<file path="src/rtl/conv_pkg.sv">
// conv_pkg: shared state type and sizing helpers for the convolution window scheduler
package conv_pkg;
  typedef enum logic [1:0] {IDLE, PRIME, RUN, DONE} state_t;
  localparam int KERNEL_DEF = 3;
  localparam int IMG_WIDTH_DEF = 220;
  localparam int IMG_HEIGHT_DEF = 220;
  localparam int COL_W = $clog2(IMG_WIDTH_DEF);
  localparam int ROW_W = $clog2(IMG_HEIGHT_DEF);
  localparam int WIN_PER_FRAME = (IMG_WIDTH_DEF - KERNEL_DEF + 1) * (IMG_HEIGHT_DEF - KERNEL_DEF + 1);
  function automatic int win_per_frame(input int w, input int h, input int k);
    return (w - k + 1) * (h - k + 1);
  endfunction
endpackage

</file>
<file path="src/rtl/pixel_pos_counter.sv">
// pixel_pos_counter: raster column/row position of the next pixel to be accepted
module pixel_pos_counter #(
  parameter int IMG_WIDTH = 220,
  parameter int IMG_HEIGHT = 220
) (
  input  logic                          clk,
  input  logic                          rst,
  input  logic                          clr,
  input  logic                          inc,
  output logic [$clog2(IMG_WIDTH)-1:0]  col,
  output logic [$clog2(IMG_HEIGHT)-1:0] row,
  output logic                          last_col,
  output logic                          last_pix
);
  localparam int CW = $clog2(IMG_WIDTH);
  localparam int RW = $clog2(IMG_HEIGHT);
  assign last_col = col == CW'(IMG_WIDTH - 1);
  assign last_pix = last_col && row == RW'(IMG_HEIGHT - 1);
  always_ff @(posedge clk or negedge rst)
    if (!rst) begin
      col <= '0;
      row <= '0;
    end else if (clr) begin
      col <= '0;
      row <= '0;
    end else if (inc) begin
      col <= last_col ? '0 : col + CW'(1);
      row <= last_pix ? '0 : last_col ? row + RW'(1) : row;
    end
endmodule

</file>
<file path="src/rtl/conv_window_sched.sv">
// conv_window_sched: frame controller issuing line-buffer strobes and KxK window-valid flags
module conv_window_sched
  import conv_pkg::*;
#(
  parameter int IMG_WIDTH = 220,
  parameter int IMG_HEIGHT = 220,
  parameter int KERNEL = KERNEL_DEF
) (
  input  logic                          clk,
  input  logic                          rst,
  input  logic                          start,
  input  logic                          abort,
  input  logic                          pix_valid,
  output logic                          pix_ready,
  input  logic                          out_ready,
  output logic                          lb_wr_en,
  output logic                          lb_rd_en,
  output logic                          win_valid,
  output logic [$clog2(IMG_WIDTH)-1:0]  col,
  output logic [$clog2(IMG_HEIGHT)-1:0] row,
  output logic                          busy,
  output logic                          frame_done
);
  localparam int CW = $clog2(IMG_WIDTH);
  localparam int RW = $clog2(IMG_HEIGHT);
  state_t state;
  logic [CW-1:0] pos_col;
  logic [RW-1:0] pos_row;
  logic last_col, last_pix, accept, clr;
  assign pix_ready = state == PRIME || (state == RUN && out_ready);
  assign accept = pix_valid && pix_ready;
  assign clr = state == IDLE ? start : abort;
  pixel_pos_counter #(.IMG_WIDTH(IMG_WIDTH), .IMG_HEIGHT(IMG_HEIGHT)) u_pos (
    .clk(clk), .rst(rst), .clr(clr), .inc(accept),
    .col(pos_col), .row(pos_row), .last_col(last_col), .last_pix(last_pix)
  );
  always_ff @(posedge clk or negedge rst)
    if (!rst) begin
      state <= IDLE;
      lb_wr_en <= 1'b0;
      lb_rd_en <= 1'b0;
      win_valid <= 1'b0;
      col <= '0;
      row <= '0;
      busy <= 1'b0;
      frame_done <= 1'b0;
    end else begin
      lb_wr_en <= accept;
      lb_rd_en <= accept && pos_row != '0;
      win_valid <= accept && pos_row >= RW'(KERNEL - 1) && pos_col >= CW'(KERNEL - 1);
      frame_done <= 1'b0;
      if (accept) begin
        col <= pos_col;
        row <= pos_row;
      end
      case (state)
        IDLE:
          if (start) begin
            state <= PRIME;
            busy <= 1'b1;
            col <= '0;
            row <= '0;
          end
        PRIME:
          if (abort) begin
            state <= IDLE;
            busy <= 1'b0;
          end else if (accept && last_col && pos_row == RW'(KERNEL - 2))
            state <= RUN;
        RUN:
          if (abort) begin
            state <= IDLE;
            busy <= 1'b0;
          end else if (accept && last_pix) begin
            state <= DONE;
            frame_done <= 1'b1;
          end
        default: begin
          state <= IDLE;
          busy <= 1'b0;
        end
      endcase
    end
endmodule

</file>
<file path="config.mk">
export PLATFORM = sky130hd
export DESIGN_NAME = conv_window_sched
export DESIGN_NICKNAME = d
export VERILOG_FILES = /design/src/rtl/conv_pkg.sv /design/src/rtl/pixel_pos_counter.sv /design/src/rtl/conv_window_sched.sv
export SDC_FILE = /design/constraint.sdc
export NUM_CORES = 1
export LEC_CHECK = 0
export ABC_AREA = 1
export BUFFER_PORTS_ARGS = -buffer_cell sky130_fd_sc_hd__buf_2
export CELL_PAD_IN_SITES_DETAIL_PLACEMENT = 0
export CELL_PAD_IN_SITES_GLOBAL_PLACEMENT = 2
export CORE_MARGIN = 2
export CORE_UTILIZATION = 34
export CTS_BUF_LIST = sky130_fd_sc_hd__clkbuf_16
export CTS_CLUSTER_DIAMETER = 50
export DETAILED_ROUTE_END_ITERATION = 7
export GPL_TIMING_DRIVEN = 0
export PLACE_DENSITY_LB_ADDON = 0.1
export SLEW_MARGIN = 20
export SYNTH_ARGS = -nofsm -noshare
export SYNTH_HDL_FRONTEND = slang
export SYNTH_SLANG_ARGS = --single-unit
</file>
<file path="constraint.sdc">
create_clock -name clk -period 1.85 [get_ports clk]
set_input_delay 0.185 -clock clk [delete_from_list [all_inputs] [get_ports clk]]
set_output_delay 0.185 -clock clk [all_outputs]
set_load 0.01 [all_outputs]
</file>
-- Word-level counts from Yosys, hierarchy flattened
Index checks and enable logic that the tools add are counted.
- output and inout bits: 22
- register bits after elaboration: 39
- bits of input ports: 6
- logic and storage cells: 67
- eq/ne operators: 9
- $lt $le $gt $ge: 2
- reduce and logical (&&, ||, !) cells: 18
- add/subtract/negate cells: 2
- multiplexer cells: 26
- operators with widths (operator ; number):
    $mux W8 ; 13
    $add A8 B1 Y8 const B ; 2
    $eq A8 B8 Y1 const B ; 2
    $ge A8 B2 Y1 const B ; 2
    $mux W2 ; 5
    $logic_and A1 B1 Y1 ; 9
    $eq A8 B1 Y1 const B ; 1
    $reduce_bool A8 Y1 ; 1
    $mux W1 ; 6
    $ne A3 B2 Y1 const B ; 2
    $pmux W2 S3 ; 1
    $reduce_and A2 Y1 ; 2
    $reduce_and A3 Y1 ; 1
    $reduce_bool A3 Y1 ; 1
    $eq A2 B1 Y1 const B ; 1
    $eq A2 B2 Y1 const B ; 1
    $logic_not A2 Y1 ; 1
    $ne A2 B1 Y1 const B ; 1
    $ne A2 B2 Y1 const B ; 1
    $pmux W1 S2 ; 1
    $reduce_bool A2 Y1 ; 1
    $reduce_or A2 Y1 ; 1
    $logic_or A1 B1 Y1 ; 1

-- Depth between registers and ports, before layout
- word-level depth: 9
- gate-level depth with buffers: 12
- mapped depth without buffers: 12

-- Cells and area by module
From an unflattened synthesis, not the netlist that was laid out.
- cell total of the unflattened synthesis: 275
- area, all modules: 2163.3 sq um
- modules (own cells, without submodules) (module ; cells each ; sequential area each (sq um) ; times used ; area an instance (sq um)):
    conv_window_sched ; 128 ; 575.6 ; 1 ; 1113.6
    pixel_pos_counter ; 147 ; 400.4 ; 1 ; 1049.8

-- Worst setup path after synthesis
OpenSTA, ideal clock, no wires.
- path kind: register -> register
- from: reg state[0]
- to: reg u_pos.row[3]
- library setup time: 118 ps
- data arrival time: 1455 ps
- stages on the path, launching flop included: 11
- period minus slack after synthesis: 1573 ps
- setup slack: 277 ps
- path buffers: 0
- data required time: 1732 ps
- cells stage by stage: dfrtp_1 -> inv_1 -> ha_1 -> o21ai_2 -> inv_4 -> nor2_4 -> nor2_4 -> nand2_2 -> nand2_1 -> inv_1 -> nor2_1
- cells in the longest elaborated chain, start to end: 6
- elaborated cells between the ends (all ways): 11
- those cells by class: 2 x eq/ne; 2 x mux; 7 x reduce/logical
- ends and longest elaborated chain (item ; line ; RTL):
    from (decl) ; conv_window_sched.sv:26 ; state_t state;
    from (signal assigned) ; conv_window_sched.sv:39 ; state <= IDLE;
    from (signal assigned) ; conv_window_sched.sv:59 ; state <= PRIME;
    from (signal assigned) ; conv_window_sched.sv:66 ; state <= IDLE;
    $eq A2 B2 Y1 ; conv_window_sched.sv:30 ; assign pix_ready = state == PRIME || (state == RUN && out_ready);
    $logic_and A1 B1 Y1 ; conv_window_sched.sv:30 ;
    $logic_or A1 B1 Y1 ; conv_window_sched.sv:30 ;
    $logic_and A1 B1 Y1 ; conv_window_sched.sv:31 ; assign accept = pix_valid && pix_ready;
    $reduce_bool A2 Y1 (no source line) ; n/a ;
    $reduce_and A2 Y1 (no source line) ; n/a ;
    to (signal assigned) ; pixel_pos_counter.sv:28 ; row <= last_pix ? '0 : last_col ? row + RW'(1) : row;
    to (decl) ; pixel_pos_counter.sv:11 ; output logic [$clog2(IMG_HEIGHT)-1:0] row,
Several ways; a longest one is shown, not always the timed one.
A chain may end at the register's enable or synchronous reset.

-- Worst setup path after layout
- from: reg state[0]
- to: reg u_pos.col[6]
- cells in the longest elaborated chain, start to end: 5
- elaborated cells between the ends (all ways): 9
- those cells by class: 2 x eq/ne; 2 x mux; 5 x reduce/logical
- ends and longest elaborated chain (item ; line ; RTL):
    $eq A2 B2 Y1 ; conv_window_sched.sv:30 ;
    $logic_and A1 B1 Y1 ; conv_window_sched.sv:30 ;
    $logic_or A1 B1 Y1 ; conv_window_sched.sv:30 ;
    $logic_and A1 B1 Y1 ; conv_window_sched.sv:31 ;
    $reduce_bool A2 Y1 (no source line) ; n/a ;
    to (signal assigned) ; pixel_pos_counter.sv:27 ; col <= last_col ? '0 : col + CW'(1);
    to (decl) ; pixel_pos_counter.sv:10 ; output logic [$clog2(IMG_WIDTH)-1:0] col,
Several ways; a longest one is shown, not always the timed one.

==> metrics.txt <==
status finished, final reports clean; Post-synth ARST share 100.0%; final-report hold violation count 0; cell area after synthesis roughly 2100 um^2; Hold Crit Class input pin to asynchronous set/reset pin; Setup crit end kind flip-flop; P_leak approximately 1.3 nW; antenna cells 0; Synth top area share a little under half; std cell rows 28; Avg Inst Size Synth roughly 8.4 um^2; core footprint roughly 6000 um^2; starting density of the core a little over a third; die width between 80 and 90 um; Total Routing Usage GR between 10% and 20%; highest clock rate 581.4 MHz; synthesis-stage register bit count 39; top cells by area, synth dfrtp_1 46%, nand2_1 7.3%, a21oi_1 6.2%; Hold Buf Count CTS 0; Seq/Total Area, Yosys 46.29%; Area Overhead vs Synth 19.05%; # nets final approximately 300; Reg2Reg Depth 10; layout cells sized above 1 between 20% and 30%; # setup viols final 0; Placed Cells 353; Post-synth EDFFs 0; DR DRC count 0; DIE AREA 6847 um^2; routed vias/inst 4.840; Detailed Route WL 5286 um; Final Core Density between 40% and 50%; CP Data Required Time 2.01 ns; WS Path Type flip-flop to flip-flop; largest net degree at the start of global routing 40; final instance area about 2500 um^2; initial antenna violation count 0; period utilization 92.97%; Clk Latency, worst-skew pair 0.28 ns; root buf cell clkbuf_16; Overflow after GRT 0; io pins 28; H-tree depth 2; Placed Area ~2300 um^2; count of warnings emitted by yosys 0; Vias about 1800; area leader, netlist dfrtp_1; CTS tree done; CP Data Arrival Time 1.88 ns; RD Place Congestion about 0.81; post-place setup slack approximately 0.000025 ns; worst relative slew slack between 30% and 40%; peak supply drop approximately 0.0006 V; CP startpoint kind flip-flop; Pre-Repair DR Iteration Count 4; Die Span Y roughly 83 um; Synth Net Count 267; first-pass GRT wire length 8576 um; worst-margin pin slew approximately 0.9 ns; count of different cell masters after synthesis 31; port buffer count 27; mean routed wirelength per cell roughly 15 um; PwrDens between 1000 and 1500 nW/um^2; dpl hpwl approximately 3800 um; Fin Clk Skew about 0.0046 ns; Top FF cell, synth dfrtp_1; Final Slew Violations 0; Crit Path Max Fanout 10; Num CTS Buffers 5; max cap viols 0; RSZ-0062 raised after global routing yes; vias in the first global route roughly 1600; Initial DRC Count between 70 and 80; r2r setup slk between 0.1 and 0.15 ns; minimum clock period 1.720 ns; Non-Filler Instances roughly 360; CTS Sinks 39; CTS max path bufs 2; Gate Count Post-Synth around 250; Worst-path clk slew 0.06 ns; Setup WS post-layout 0.1301 ns; Final ANT Viol Nets 0
layer usage:
layer	up-vias	GRT usage [%]	wire length (um)
met2	31	24.11	2311
li1	898	-	-
met1	822	25.73	2788
met5	-	0	0
met3	6	3.587	135
met4	0	5.410	51
synthesized netlist by cell type, types with 5 or more instances:
cell type   n
nand2_1    41
nand3_1     8
nand2_2     5
nor2_1     29
ha_1       10
o21ai_0    25
dfrtp_1    39
a21oi_1    26
nand4_1    10
inv_1      31
kinds of logic after synthesis:
| group | count (synthesis) | share of synthesized area, % |
|---|---|---|
| and+or+nand+nor | 103 | 24.04 |
| AOI/OAI and AO/OA | 58 | 15.19 |
| buffers and inverters | 40 | 8.130 |
| DFF | 39 | 46.29 |
| adders and majority gates | 10 | 5.935 |
| xor gates and xnor gates | 1 | 0.4155 |
cell usage in the layout, fill, tap and decap left out, types with 2 or more instances in the layout:
cell / instances
buf_4: 3
inv_4: 2
nand4_1: 10
clkbuf_16: 5
buf_2: 28
nand2_2: 6
dfrtp_1: 39
inv_1: 31
nand2_1: 40
nand2_4: 2
nor2_4: 2
nand3_1: 8
ha_1: 9
a21oi_1: 26
o21ai_0: 25
clkinv_2: 3
nor2_1: 29
buf_6: 2
worst paths after layout:
kind | start | end
min in group clk | start | busy
min | rst | u_pos.row[0]
max in group asynchronous | rst | busy
max | state[0] | u_pos.col[6]
max reg2reg | state[0] | u_pos.col[6]
min reg2reg | busy | busy
per-stage QoR:
| step | power (mW) | TNS (ns) | hold slack, ns |
|---|---|---|---|
| global route | 3.855 | -0.08300 | 0.1124 |
| detailed placement | 2.700 | 0 | 0.3804 |
| floorplan | 2.207 | 0 | -0.1106 |
| finish | 3.563 | 0 | 0.03771 |
| CTS | 3.572 | 0 | 0.08101 |
| global placement | 2.706 | 0 | 0.3765 |
critical path, cell delays in order, from the launching register on:
cell       delay [ns]
dfrtp_1          0.39
buf_4            0.14
ha_1             0.18
inv_1            0.09
nand2_2          0.09
nand2_4          0.10
inv_2            0.07
buf_6            0.14
buf_4            0.19
o2111ai_1        0.11
o21ai_0          0.10
layout make-up:
type | instances | area, um^2
fillers | 639 | 3446
flip-flops and latches | 39 | 975.9
multi-input cells | 172 | 973.4
repair buffers | 29 | 150.1
inverters | 34 | 132.6
clock buffers | 5 | 125.1
well taps | 75 | 93.84
plain buffers | 6 | 43.79
clock inverters | 3 | 15.01
where the power goes:
group          switching, mW  internal, mW  total [mW]
clock                  0.340         0.492       0.832
sequential             0.131          1.08        1.21
combinational          0.965         0.555        1.52
total                   1.44          2.13        3.56
what timing repair did:
| action | in CTS | in global routing |
|---|---|---|
| setup endpoints to repair | 1 | 19 |
| buffers inserted | 0 | 2 |
| pin swaps | 0 | 1 |
| resized for setup | 1 | 5 |
sequential cells by signal (all words and copies together), names as in the netlist:
signal      count
u_pos.row       8
state           2
lb_wr_en        1
col             8
u_pos.col       8
row             8
frame_done      1
win_valid       1
lb_rd_en        1
busy            1
Power figures use the tool's default switching activity.
